===== src/rtl/stack_cpu_pkg.sv =====
// Shared STACK_CPU instruction-memory constants and loader state encodings.
package stack_cpu_pkg;

    localparam int IM_ADDR_W = 7;
    localparam int INSTR_W   = 32;

    typedef enum logic [2:0] {
        LD_IDLE  = 3'd0,
        LD_COUNT = 3'd1,
        LD_DATA  = 3'd2,
        LD_CHECK = 3'd3,
        LD_DONE  = 3'd4,
        LD_ERR   = 3'd5
    } ld_state_t;

    // A frame is in flight; start is ignored in these states.
    function automatic logic ld_active(input ld_state_t s);
        return (s == LD_COUNT) || (s == LD_DATA) || (s == LD_CHECK);
    endfunction

endpackage


===== src/rtl/imem_word_packer.sv =====
// Packs an MSB-first byte stream into 32-bit words; word_valid marks the 4th byte.
module imem_word_packer
    import stack_cpu_pkg::*;
#(
    parameter int DATA_W = INSTR_W
) (
    input  logic              clock,
    input  logic              reset,
    input  logic              clear,
    input  logic              shift_en,
    input  logic [7:0]        byte_in,
    output logic              word_valid,
    output logic [DATA_W-1:0] word
);

    logic [1:0]        phase_p0;
    logic [DATA_W-9:0] sr_p0;

    // The completed word includes the byte being accepted this cycle.
    assign word       = {sr_p0, byte_in};
    assign word_valid = shift_en && (phase_p0 == 2'd3);

    always_ff @(posedge clock) begin
        if (!reset) begin
            phase_p0 <= 2'd0;
        end else if (clear) begin
            phase_p0 <= 2'd0;
        end else if (shift_en) begin
            phase_p0 <= phase_p0 + 2'd1;
        end
    end

    always_ff @(posedge clock) begin
        if (shift_en) begin
            sr_p0 <= word[DATA_W-9:0];
        end
    end

endmodule


===== src/rtl/imem_loader.sv =====
// Streams a checksummed program into the instruction memory and holds the CPU
// in reset until a load completes cleanly.
module imem_loader
    import stack_cpu_pkg::*;
#(
    parameter int ADDR_W = IM_ADDR_W,
    parameter int DATA_W = INSTR_W
) (
    input  logic              clock,
    input  logic              reset,
    input  logic              start,
    input  logic              in_valid,
    input  logic [7:0]        in_data,
    output logic              in_ready,
    output logic              im_we,
    output logic [ADDR_W-1:0] im_addr,
    output logic [DATA_W-1:0] im_wdata,
    output logic              cpu_reset,
    output logic              busy,
    output logic              done,
    output logic              err
);

    localparam int DEPTH = 2**ADDR_W;

    ld_state_t         state;
    logic [ADDR_W:0]   nwords;
    logic [ADDR_W:0]   widx;
    logic [7:0]        csum;
    logic              accept;
    logic              start_ok;
    logic              shift_en;
    logic              word_valid;
    logic [DATA_W-1:0] word;

    assign accept   = in_valid & in_ready;
    assign start_ok = start & ~ld_active(state);
    assign shift_en = accept & (state == LD_DATA);

    imem_word_packer #(.DATA_W(DATA_W)) u_packer (
        .clock      (clock),
        .reset      (reset),
        .clear      (start_ok),
        .shift_en   (shift_en),
        .byte_in    (in_data),
        .word_valid (word_valid),
        .word       (word)
    );

    always_ff @(posedge clock) begin
        if (!reset) begin
            state     <= LD_IDLE;
            in_ready  <= 1'b0;
            im_we     <= 1'b0;
            im_addr   <= '0;
            im_wdata  <= '0;
            cpu_reset <= 1'b1;
            busy      <= 1'b0;
            done      <= 1'b0;
            err       <= 1'b0;
            nwords    <= '0;
            widx      <= '0;
            csum      <= '0;
        end else begin
            im_we <= 1'b0;
            if (start_ok) begin
                state     <= LD_COUNT;
                in_ready  <= 1'b1;
                cpu_reset <= 1'b1;
                busy      <= 1'b1;
                done      <= 1'b0;
                err       <= 1'b0;
                widx      <= '0;
                csum      <= '0;
            end else begin
                case (state)
                    LD_COUNT: begin
                        if (accept) begin
                            if (in_data == 8'd0) begin
                                state <= LD_CHECK;
                            end else if (int'(in_data) > DEPTH) begin
                                state    <= LD_ERR;
                                in_ready <= 1'b0;
                                busy     <= 1'b0;
                                err      <= 1'b1;
                            end else begin
                                state  <= LD_DATA;
                                nwords <= (ADDR_W+1)'(in_data);
                            end
                        end
                    end
                    LD_DATA: begin
                        if (accept) begin
                            csum <= csum ^ in_data;
                            if (word_valid) begin
                                im_we    <= 1'b1;
                                im_addr  <= widx[ADDR_W-1:0];
                                im_wdata <= word;
                                widx     <= widx + 1'b1;
                                // widx is one bit wider than the address, so a full-depth load ends without wrap.
                                if (widx + 1'b1 == nwords) begin
                                    state <= LD_CHECK;
                                end
                            end
                        end
                    end
                    LD_CHECK: begin
                        if (accept) begin
                            in_ready <= 1'b0;
                            busy     <= 1'b0;
                            if (in_data == csum) begin
                                state <= LD_DONE;
                                done  <= 1'b1;
                            end else begin
                                state <= LD_ERR;
                                err   <= 1'b1;
                            end
                        end
                    end
                    // Release the CPU one cycle after entry so the last write has retired.
                    LD_DONE: cpu_reset <= 1'b0;
                    default: ;
                endcase
            end
        end
    end

endmodule


===== config.mk =====
export PLATFORM = sky130hd
export DESIGN_NAME = imem_loader
export DESIGN_NICKNAME = d
export VERILOG_FILES = /design/src/rtl/stack_cpu_pkg.sv /design/src/rtl/imem_word_packer.sv /design/src/rtl/imem_loader.sv
export SDC_FILE = /design/constraint.sdc
export NUM_CORES = 1
export LEC_CHECK = 0
export ABC_AREA = 1
export CAP_MARGIN = 30
export CORE_MARGIN = 2
export CORE_UTILIZATION = 25
export DETAILED_ROUTE_END_ITERATION = 10
export PLACE_DENSITY = 0.48
export SKIP_CTS_REPAIR_TIMING = 1
export SLEW_MARGIN = 10
export SYNTH_ARGS = -nofsm -noshare
export SYNTH_HDL_FRONTEND = slang
export SYNTH_SLANG_ARGS = --single-unit

===== constraint.sdc =====
create_clock -name clock -period 2.6 [get_ports clock]
set_input_delay 0.52 -clock clock [delete_from_list [all_inputs] [get_ports clock]]
set_output_delay 0.52 -clock clock [all_outputs]
set_load 0.03 [all_outputs]

After elaboration in Yosys (flattened, before gate mapping)
Index checks and enable logic that the tools add are counted.
{"block": "totals", "inputBits": 12, "out_inout_bits": 45, "word_cells": 92, "reg_bits": 97}
{"block": "classes", "order_cmp": 1, "reduce_logical": 19, "muxes": 23, "eq_ne": 22, "addsub": 2, "bitwise": 11}
{"operator": "3-bit two-way mux", "n": 7}
{"operator": "6-bit AND reduction", "n": 3}
{"operator": "8-bit equality test", "n": 2}
{"operator": "1-bit two-way mux", "n": 13}
{"operator": "3-bit inequality test, second input constant", "n": 4}
{"operator": "2-bit inequality test, second input constant", "n": 5}
{"operator": "5-bit AND reduction", "n": 2}
{"operator": "3-bit by 2-bit inequality test with 1-bit output, second input constant", "n": 3}
{"operator": "3-bit case mux with 3 select lines", "n": 1}
{"operator": "8-bit by 1-bit adder with 8-bit output, second input constant", "n": 1}
{"operator": "8-bit > comparator, second input constant", "n": 1}
{"operator": "8-bit zero test", "n": 1}
{"operator": "8-bit bitwise XOR", "n": 1}
{"operator": "1-bit NOT", "n": 7}
{"operator": "3-bit by 2-bit equality test with 1-bit output, second input constant", "n": 2}
{"operator": "2-bit by 1-bit inequality test with 1-bit output, second input constant", "n": 3}
{"operator": "3-bit AND reduction", "n": 2}
{"operator": "3-bit nonzero test", "n": 2}
{"operator": "1-bit case mux with 2 select lines", "n": 2}
{"operator": "4-bit AND reduction", "n": 1}
{"operator": "4-bit nonzero test", "n": 1}
{"operator": "4-bit OR reduction", "n": 1}
{"operator": "1-bit AND", "n": 3}
{"operator": "3-bit by 1-bit equality test with 1-bit output, second input constant", "n": 1}
{"operator": "8 further kinds", "n": 9}

Depth between registers and ports, before layout
Gate-level depths: netlist of the first run.
{"block": "depth", "ltp_word": 7, "mapped_depth": 12, "ltp_nobuf": 12}

Modules after synthesis
Synthesis of the first run repeated with hierarchy kept, for this count alone.
{"block": "unflattened", "hier_cells": 454, "hier_area_um2": 3885.0}
{"module": "imem_loader", "cells_each": 406, "n_inst": 1, "seq_area_each_um2": 1421.4, "area_per_inst_um2": 2999.1}
{"module": "imem_word_packer", "cells_each": 48, "n_inst": 1, "seq_area_each_um2": 760.7, "area_per_inst_um2": 885.8}

Least setup slack after synthesis of the first run
OpenSTA, ideal clock, no wires.
{"block": "synth_timing", "kind": "reg2reg", "startpoint": "reg busy (netlist name)", "endpoint": "reg u_packer.sr_p0[0], enable pin", "t_arrival_ps": 1889, "period_less_slack_ps": 2287, "required_ps": 2202, "stages_incl_launch_ff": 4, "path_buffers": 1, "setup_ps": 398, "setup_slack_ps": 313, "path_cell_list": "dfxtp_1 > nand2_1 > nor2_4 > buf_1"}
{"item": "end signal, assigned", "line_no": "imem_word_packer.sv:35", "source": "sr_p0 <= word[DATA_W-9:0];"}
{"item": "end, declared", "line_no": "imem_word_packer.sv:17", "source": "logic [DATA_W-9:0] sr_p0;"}

Worst setup path after layout of the first run
{"block": "layout_timing", "startpoint": "in in_data[4]", "endpoint": "reg nwords[0]"}
{"block": "layout_via", "elab_chain_cells": 3, "word_cells_on_any_way": 5, "classes_between": "1 x order compare; 2 x bitwise; 2 x reduce/logical"}
{"item": "start, declared", "line_no": "imem_loader.sv:13", "source": "input logic [7:0] in_data,"}
{"item": "8-bit > comparator or 8-bit zero test (tied branches)", "line_no": "imem_loader.sv:81, imem_loader.sv:79"}
{"item": "1-bit NOT (no line)"}
{"item": "5-bit AND reduction (no line) (*)"}
{"item": "end signal, assigned", "line_no": "imem_loader.sv:88", "source": "nwords <= (ADDR_W+1)'(in_data);"}
{"item": "end, declared", "line_no": "imem_loader.sv:27", "source": "logic [ADDR_W:0] nwords;"}
Every way passes the cells marked *; elsewhere a longest branch is shown, timed or not.
A chain may end at the register's enable or synchronous reset.

==> results of run 1 <==
[per-stage QoR]
step	cell area (sq um)	util
6_report	4887	0.3337
5_1_grt	4887	0.3337
4_1_cts	4887	0.3337
3_5_place_dp	4581	0.3128
3_3_place_gp	4581	0.3128
2_1_floorplan	3772	-
[layer usage]
metal,vias to the layer above,track usage,share of wire
li1,1572,-,-
met1,1425,0.1571,0.46
met3,11,0.02826,0.049
met4,0,0.04848,0.017
met5,-,0,0
met2,75,0.1901,0.47
[how the worst max path moves through the flow]
stage	from	end	slack [ns]	depth (start not counted)
finish	in_data[4]	nwords[0]	0.52	11
global route	in_data[1]	nwords[0]	0.35	11
CTS	in_data[3]	nwords[0]	0.57	11
detailed placement	in_data[3]	nwords[0]	0.21	11
global placement	in_data[3]	nwords[3]	0.29	11
floorplan	busy	u_packer.sr_p0[0]	0.31	3
[cell families after synthesis]
logic type,after synthesis
AO/OA/AOI/OAI,104
XOR/XNOR,9
adder cells (fa/ha/maj),2
buffers and inverters,54
flip-flops,97
AND/OR/NAND/NOR,173
[power breakdown]
group / leakage (nW) / total, W / internal (W) / switching [W]
registers: 0.804 / 0.00155 / 0.00155 / 0.00000535
logic: 0.760 / 0.000134 / 0.0000500 / 0.0000839
clock network: 0.153 / 0.00138 / 0.000766 / 0.000616
total: 1.72 / 0.00307 / 0.00236 / 0.000705
[state kept, by name (all words and copies together) (netlist names)]
register and flops:
u_packer.phase_p0 2, u_packer.sr_p0 24, widx 8, csum 8, cpu_reset 1, busy 1, nwords 8, im_wdata 32
im_we 1, state 3, im_addr 7, err 1, done 1
[synth_stat cells (all sizes together)]
| cell | number |
|---|---|
| nand2 | 123 |
| dfxtp | 73 |
| a21oi | 67 |
| inv | 37 |
| o21ai | 30 |
| edfxtp | 24 |
| nand3 | 23 |
| nor2 | 23 |
| buf | 11 |
| clkbuf | 6 |
| xor2 | 5 |
| a31oi | 4 |
| xnor2 | 4 |
| nor3 | 3 |
| ha | 2 |
| o21a | 2 |
| o21bai | 1 |
| or2 | 1 |
[layout make-up]
type | instances | share of cell area
multi-input combinational | 288 | 0.2806
inverter | 37 | 0.02842
clock inverter | 7 | 0.01664
tap | 184 | 0.04711
clock buffer | 9 | 0.04608
sequential | 97 | 0.4465
timing repair buffer | 69 | 0.1347
[worst register-to-register path, stage by stage, from the launching register on]
cell and delay, ns:
sky130_fd_sc_hd__dfxtp_1 0.49, sky130_fd_sc_hd__ha_1 0.25, sky130_fd_sc_hd__nand2_1 0.08, sky130_fd_sc_hd__nor2_1 0.15, sky130_fd_sc_hd__nand2_1 0.10, sky130_fd_sc_hd__nand3_1 0.08, sky130_fd_sc_hd__nand2_1 0.05, sky130_fd_sc_hd__nor2_1 0.09
sky130_fd_sc_hd__nand3_1 0.10, sky130_fd_sc_hd__o21bai_2 0.17, sky130_fd_sc_hd__nand3_1 0.09, sky130_fd_sc_hd__nand2_1 0.07, sky130_fd_sc_hd__nor2_1 0.04
==> qor.json, run 1 <==
{
  "crit_path_top_delay_cell": "sky130_fd_sc_hd__clkdlybuf4s50_1",
  "yosys-mux-area-fraction": 0,
  "cts.htree.levels": 3,
  "drv.max_cap_violation_count": 0,
  "final_number_of_max_transition_violations": 0,
  "grt_first_pass_wirelength_um": 15120,
  "detailedRoute.firstIterationViolations": 193,
  "die_w_um": 126.8,
  "timing.rr.end": "state[0]",
  "area.growth.synth_to_final_pct": 29.55,
  "family_of_cells_with_the_greatest_summed_delay_on_the_critical_path": "buffers and inverters",
  "gp_routability_congestion": 0.7963,
  "route.detailed.wl_per_inst_um": 13.55,
  "post_synth.cell_area_avg_sq_um": 8.593,
  "postSynthRegisterBits": 97,
  "layout_common_cells": "sky130_fd_sc_hd__nand2_1, sky130_fd_sc_hd__dfxtp_1, sky130_fd_sc_hd__a21oi_1",
  "critical_path.max_fanout": 9,
  "rr_worst_depth": 12,
  "crit_required_ns": 2.83,
  "synth-xor-area-share": 0.02090,
  "grtUsageTotal": 0.1196,
  "ys.warnings.count": 0,
  "tritoncts": "built",
  "max_slew.worst_pin.slew_ns": 0.4453,
  "synth_simple_gate_area_share": 0.1937,
  "post-route-worst-setup-slack_ns": 0.5231,
  "wl_um": 9360,
  "post-synth-top-area-cell": "sky130_fd_sc_hd__dfxtp_1",
  "worst-endpoint-arrival_ns": 2.31,
  "min_period_ns": 2.077,
  "cts_num_sinks": 97,
  "diodes_inserted": 0,
  "layout_commonest_cell": "sky130_fd_sc_hd__nand2_1",
  "drive_gt1_frac": 0.08679,
  "cts_inserted_buffers": 9,
  "post-place-ws_ns": 0.2138,
  "clk_path_buf_depth": 2,
  "finalSetupTns_ns": 0,
  "syn_nets": 453,
  "antenna_violations_before_repair": 0,
  "path_clk_slew_ns": 0.07,
  "netlist_top_cells_area": "sky130_fd_sc_hd__dfxtp_1, sky130_fd_sc_hd__edfxtp_1, sky130_fd_sc_hd__nand2_1, sky130_fd_sc_hd__a21oi_1, sky130_fd_sc_hd__o21ai_0",
  "synth_adder_area_share": 0.006633,
  "cts_root_buffer": "sky130_fd_sc_hd__clkbuf_16",
  "dp.final_hpwl_um": 6556,
  "rsz_0062_raised_after_global_routing": "no",
  "total_die_area_sq_um": 16090,
  "combinational_family_with_the_most_area_after_synthesis": "simple AND/OR/NAND/NOR gates",
  "number_of_placed_cells_counting_well_taps": 675,
  "layout.area.seq_sq_um": 2182,
  "r2r-start": "widx[0]",
  "route.antenna.remaining_nets": 0,
  "detail_route.drc_violations": 1,
  "post_synth_top_area_share": 0.3874,
  "initial_utilization": 0.2576,
  "synthesis.area_sq_um": 3772,
  "syn-instance-count": 439,
  "via_count_of_the_first_global_routing_pass": 2916,
  "top_level_ports": 57,
  "io_buffer_count": 56,
  "endpoint_kind": "flip-flop",
  "critPathMaxStageDelay_ns": 0.51,
  "design_power_total_w": 0.003066,
  "worstHoldPathType": "flip-flop to flip-flop",
  "die_h_um": 126.8,
  "whs_path_depth": 0,
  "seq_total_area_yosys": 0.5784,
  "num-nets-final": 516,
  "layout.cells.non_filler": 691,
  "violations": "design-rule violations",
  "setup_viol": 0,
  "startpoint_type": "input port",
  "power.ir.vdd_worst_v": 0.0003701,
  "drtPass1Iterations": 7,
  "setup.reg_to_reg.worst_slack_ns": 0.75,
  "clock_insertion_delay_worst_skew_ns": 0.34,
  "worst_hold_slack_ns": 0.4531,
  "timing_worst_setup_path_type": "input port to flip-flop",
  "final.fill_count": 1547,
  "p_leak_nw": 1.717,
  "grt_max_degree": 38,
  "power_density_nw_per_um2": 627.4,
  "core_area_sq_um": 14640,
  "multiInputGateArea_sq_um": 1371,
  "max_clock_skew_ns": 0.009038,
  "synth-compound-area-share": 0.1423,
  "hold_path_end": "u_packer.sr_p0[15]",
  "fmaxAchievable_ghz": 0.4815,
  "yosysUniqueCellTypes": 26,
  "crit_path_cell_trace": "clkdlybuf4s50_1 -> inv_1 -> nand3_1 -> nor2_1 -> inv_1 -> nand2_2 -> nand2_2 -> nor3_4 -> inv_2 -> o21ai_0 -> a21oi_1",
  "num_rows": 44,
  "hold_viol": 0,
  "cp_num_buf_inv": 4,
  "route.detailed.vias_per_inst": 4.462,
  "run_status": "complete, but fails checks",
  "worstHoldStart": "u_packer.sr_p0[7]",
  "period_share": 0.7988,
  "globalRouteOverflowTotal": 0,
  "max_slew_margin_vs_limit": 0.7000,
  "via_count": 3083
}
Note: power is estimated with default switching activity, not from simulation.
==> inputs of run 2 (changes only) <==
Clock period 2.6 ns to 2 ns, I/O delays scaled along.
==> qor.json, run 2 (synthesis gave the netlist of run 1 again) <==
{
  "cp_num_buf_inv": {"value": 1, "change": "was 4"},
  "via_count_of_the_first_global_routing_pass": {"value": 3000, "change": "was 2,916"},
  "clock_insertion_delay_worst_skew": {"value": 0.35, "unit": "ns", "change": "was 0.34 ns"},
  "layout_common_cells": {"value": "sky130_fd_sc_hd__nand2_1, sky130_fd_sc_hd__dfxtp_1, sky130_fd_sc_hd__a21oi_1", "change": "unchanged"},
  "die_w": {"value": 126.8, "unit": "um", "change": "unchanged"},
  "wl": {"value": 9312, "unit": "um", "change": "was 9360 um"},
  "die_h": {"value": 126.8, "unit": "um", "change": "unchanged"},
  "dp.final_hpwl": {"value": 6587, "unit": "um", "change": "was 6556 um"},
  "most_flop_heavy_register": {"value": "im_wdata", "change": "unchanged"},
  "route.detailed.vias_per_inst": {"value": 4.347, "change": "was 4.462"},
  "globalRouteOverflowTotal": {"value": 0, "change": "unchanged"},
  "crit_path_top_delay_cell": {"value": "sky130_fd_sc_hd__clkdlybuf4s50_1", "change": "unchanged"},
  "tritoncts": {"value": "built", "change": "unchanged"},
  "area.growth.synth_to_final": {"value": 33.57, "unit": "%", "change": "was 29.55%"},
  "drv.max_cap_violation_count": {"value": 0, "change": "unchanged"},
  "post-route-worst-setup-slack": {"value": 0.1966, "unit": "ns", "change": "was 0.5231 ns"},
  "p_int": {"value": 0.003197, "unit": "W", "change": "was 0.002361 W"},
  "family_of_cells_with_the_greatest_summed_delay_on_the_critical_path": {"value": "buffers and inverters", "change": "unchanged"},
  "fmaxAchievable_ghz": 0.5545,
  "power_density": {"value": 809.5, "unit": "nW/um^2", "change": "was 627.4 nW/um^2"},
  "rr_worst_depth": {"value": 10, "change": "was 12"},
  "cts_inserted_buffers": {"value": 9, "change": "unchanged"},
  "setup_viol": {"value": 0, "change": "unchanged"},
  "drtPass1Iterations": {"value": 4, "change": "was 7"},
  "crit_required": {"value": 1.60, "unit": "ns", "change": "was 2.83 ns"},
  "drive_gt1_frac": {"value": 0.1126, "change": "was 0.08679"},
  "grt_max_degree": {"value": 45, "change": "was 38"},
  "clk_path_buf_depth": {"value": 2, "change": "unchanged"},
  "grt_first_pass_wirelength": {"value": 15200, "unit": "um", "change": "was 15,120 um"},
  "largest_register_ffs": {"value": 32, "change": "unchanged"},
  "min_period_ns": 1.803,
  "cts_num_sinks": {"value": 97, "change": "unchanged"},
  "layout_commonest_cell": {"value": "sky130_fd_sc_hd__nand2_1", "change": "unchanged"},
  "initial_utilization": {"value": 0.2576, "change": "unchanged"},
  "top_level_ports": {"value": 57, "change": "unchanged"},
  "finalSetupTns": {"value": 0, "unit": "ns", "change": "unchanged"},
  "cts_root_buffer": {"value": "sky130_fd_sc_hd__clkbuf_16", "change": "unchanged"},
  "route.antenna.remaining_nets": {"value": 0, "change": "unchanged"},
  "worstHoldPathType": {"value": "flip-flop to flip-flop", "change": "unchanged"},
  "r2r-start": {"value": "widx[0]", "change": "unchanged"},
  "detailedRoute.firstIterationViolations": {"value": 202, "change": "was 193"},
  "whs_path_depth": {"value": 0, "change": "unchanged"},
  "rsz_0062_raised_after_global_routing": {"value": "no", "change": "unchanged"},
  "hold_path_end": {"value": "u_packer.sr_p0[19]", "change": "was u_packer.sr_p0[15]"},
  "grtUsageTotal": {"value": 0.1211, "change": "was 0.1196"},
  "path_clk_slew": {"value": 0.07, "unit": "ns", "change": "about the same"},
  "gp_routability_congestion": {"value": 0.8302, "change": "was 0.7963"},
  "power.switching_fraction": {"value": 0.2163, "change": "was 0.2299"},
  "worstHoldStart": {"value": "u_packer.sr_p0[11]", "change": "was u_packer.sr_p0[7]"},
  "post-place-ws": {"value": -0.08147, "unit": "ns", "change": "was 0.2138 ns"},
  "total_die_area": {"value": 16090, "unit": "sq um", "change": "unchanged"},
  "startpoint_type": {"value": "flip-flop", "change": "was input port"},
  "diodes_inserted": {"value": 0, "change": "unchanged"},
  "num_rows": {"value": 44, "change": "unchanged"},
  "sequentialPowerShare": {"value": 0.495, "change": "was 0.506"},
  "antenna_violations_before_repair": {"value": 0, "change": "unchanged"},
  "endpoint_kind": {"value": "output port", "change": "was flip-flop"},
  "comb_power_share": {"value": 0.047, "change": "was 0.044"},
  "period_share": 0.9017,
  "worst-endpoint-arrival": {"value": 1.40, "unit": "ns", "change": "was 2.31 ns"},
  "via_count": {"value": 3078, "change": "was 3,083"},
  "core_area": {"value": 14640, "unit": "sq um", "change": "unchanged"},
  "layout_top_registers": {"value": "im_wdata (32), u_packer.sr_p0 (24)", "change": "unchanged"},
  "cts.htree.levels": {"value": 3, "change": "unchanged"},
  "critPathMaxStageDelay": {"value": 0.69, "unit": "ns", "change": "was 0.51 ns"},
  "power.switching": {"value": 0.0008820, "unit": "W", "change": "was 0.0007049 W"},
  "max_clock_skew": {"value": 0.009059, "unit": "ns", "change": "was 0.009038 ns"},
  "critical_path.max_fanout": {"value": 4, "change": "was 9"},
  "timing.rr.end": {"value": "state[0]", "change": "unchanged"},
  "final_number_of_max_transition_violations": {"value": 0, "change": "unchanged"},
  "max_slew_margin_vs_limit": {"value": 0.7468, "change": "was 0.7000"},
  "power.share.clock": {"value": 0.458, "change": "was 0.450"},
  "setup.reg_to_reg.worst_slack": {"value": 0.25, "unit": "ns", "change": "was 0.75 ns"},
  "timing_worst_setup_path_type": {"value": "flip-flop to output port", "change": "was input port to flip-flop"},
  "max_slew.worst_pin.slew": {"value": 0.3798, "unit": "ns", "change": "was 0.4453 ns"},
  "power.ir.vdd_worst": {"value": 0.0004193, "unit": "V", "change": "was 0.0003701 V"},
  "route.detailed.wl_per_inst": {"value": 13.15, "unit": "um", "change": "was 13.55 um"},
  "hold_viol": {"value": 0, "change": "unchanged"},
  "p_leak": {"value": 1.799, "unit": "nW", "change": "was 1.717 nW"},
  "run_status": {"value": "finished, final reports clean", "change": "was complete, but fails checks"},
  "crit_path_cell_trace": {"value": "clkdlybuf4s50_1", "change": "was clkdlybuf4s50_1 -> inv_1 -> nand3_1 -> nor2_1 -> inv_1 -> nand2_2 -> nand2_2 -> nor3_4 -> inv_2 -> o21ai_0 -> a21oi_1"},
  "num-nets-final": {"value": 533, "change": "was 516"},
  "detail_route.drc_violations": {"value": 0, "change": "was 1"},
  "io_buffer_count": {"value": 56, "change": "unchanged"}
}
==> run 2: changes by cell type in the layout (fill, tap and decap cells not counted), sizes merged <==
| cell | change |
|---|---|
| bufinv | +1 |
| clkinvlp | +1 |
| clkbuf | +2 |
| clkinv | -1 |
| inv | -3 |
| buf | +17 |
==> run 2: worst max-delay path by stage <==
stage / start / endpoint / slack, ns / cells past startpoint
CTS: busy / busy / 0.17 / 1
finish: busy / busy / 0.20 / 1
detailed placement: in_data[2] / err / -0.08 / 12
global placement: in_data[2] / err / -0.08 / 12
floorplan: busy / u_packer.sr_p0[0] / 0.05 / 3
global route: in_data[2] / nwords[6] / 0.05 / 11
==> run 2: area by class of cell <==
| type | count | area, sq um |
|---|---|---|
| tap | 184 | 230.2 |
| fill | 1478 | 9605 |
| timing repair buffer | 86 | 798.3 |
| clock buffer | 11 | 232.7 |
| clock inverter | 5 | 85.08 |
| multi-input combinational | 288 | 1371 |
| inverter | 37 | 138.9 |
| sequential | 97 | 2182 |
==> run 2: worst reg2reg max path, cell delays in order, from the launching register on <==
cell and delay [ns]:
sky130_fd_sc_hd__dfxtp_1 0.34, sky130_fd_sc_hd__ha_1 0.21, sky130_fd_sc_hd__nand3_1 0.15, sky130_fd_sc_hd__nor2_1 0.22, sky130_fd_sc_hd__nand2_1 0.10, sky130_fd_sc_hd__nand3_1 0.10, sky130_fd_sc_hd__nand3_1 0.09, sky130_fd_sc_hd__o21bai_2 0.21
sky130_fd_sc_hd__nand3_1 0.10, sky130_fd_sc_hd__nand2_1 0.07, sky130_fd_sc_hd__nor2_1 0.04
==> run 2: power groups by stage <==
stage	sequential [W]	combinational (W)	clock [W]
floorplan	0.00207	0.0000918	0
global placement	0.00206	0.000194	0
detailed placement	0.00206	0.000195	0
CTS	0.00202	0.000196	0.00192
global route	0.00202	0.000212	0.00199
finish	0.00202	0.000193	0.00187
==> run 2: per-stage QoR <==
step | area (sq um) | hold slack, ns | power (W) | instances | util
6_report | 5039 | 0.4473 | 0.004079 | 708 | 0.3441
3_5_place_dp | 4721 | 0.4342 | 0.002257 | 692 | 0.3224
5_1_grt | 5039 | 0.4552 | 0.004222 | 708 | 0.3441
4_1_cts | 5039 | 0.4494 | 0.004130 | 708 | 0.3441
3_3_place_gp | 4721 | 0.4296 | 0.002257 | 692 | 0.3224
2_1_floorplan | 3780 | 0.4268 | 0.002157 | 439 | -
==> run 2: per-layer routing <==
layer	global-route usage	up-vias	wire [um]
met5	0	-	0
met1	0.1478	1403	4327
met4	0.04590	0	163
li1	-	1602	-
met3	0.03374	12	369
met2	0.2034	61	4452
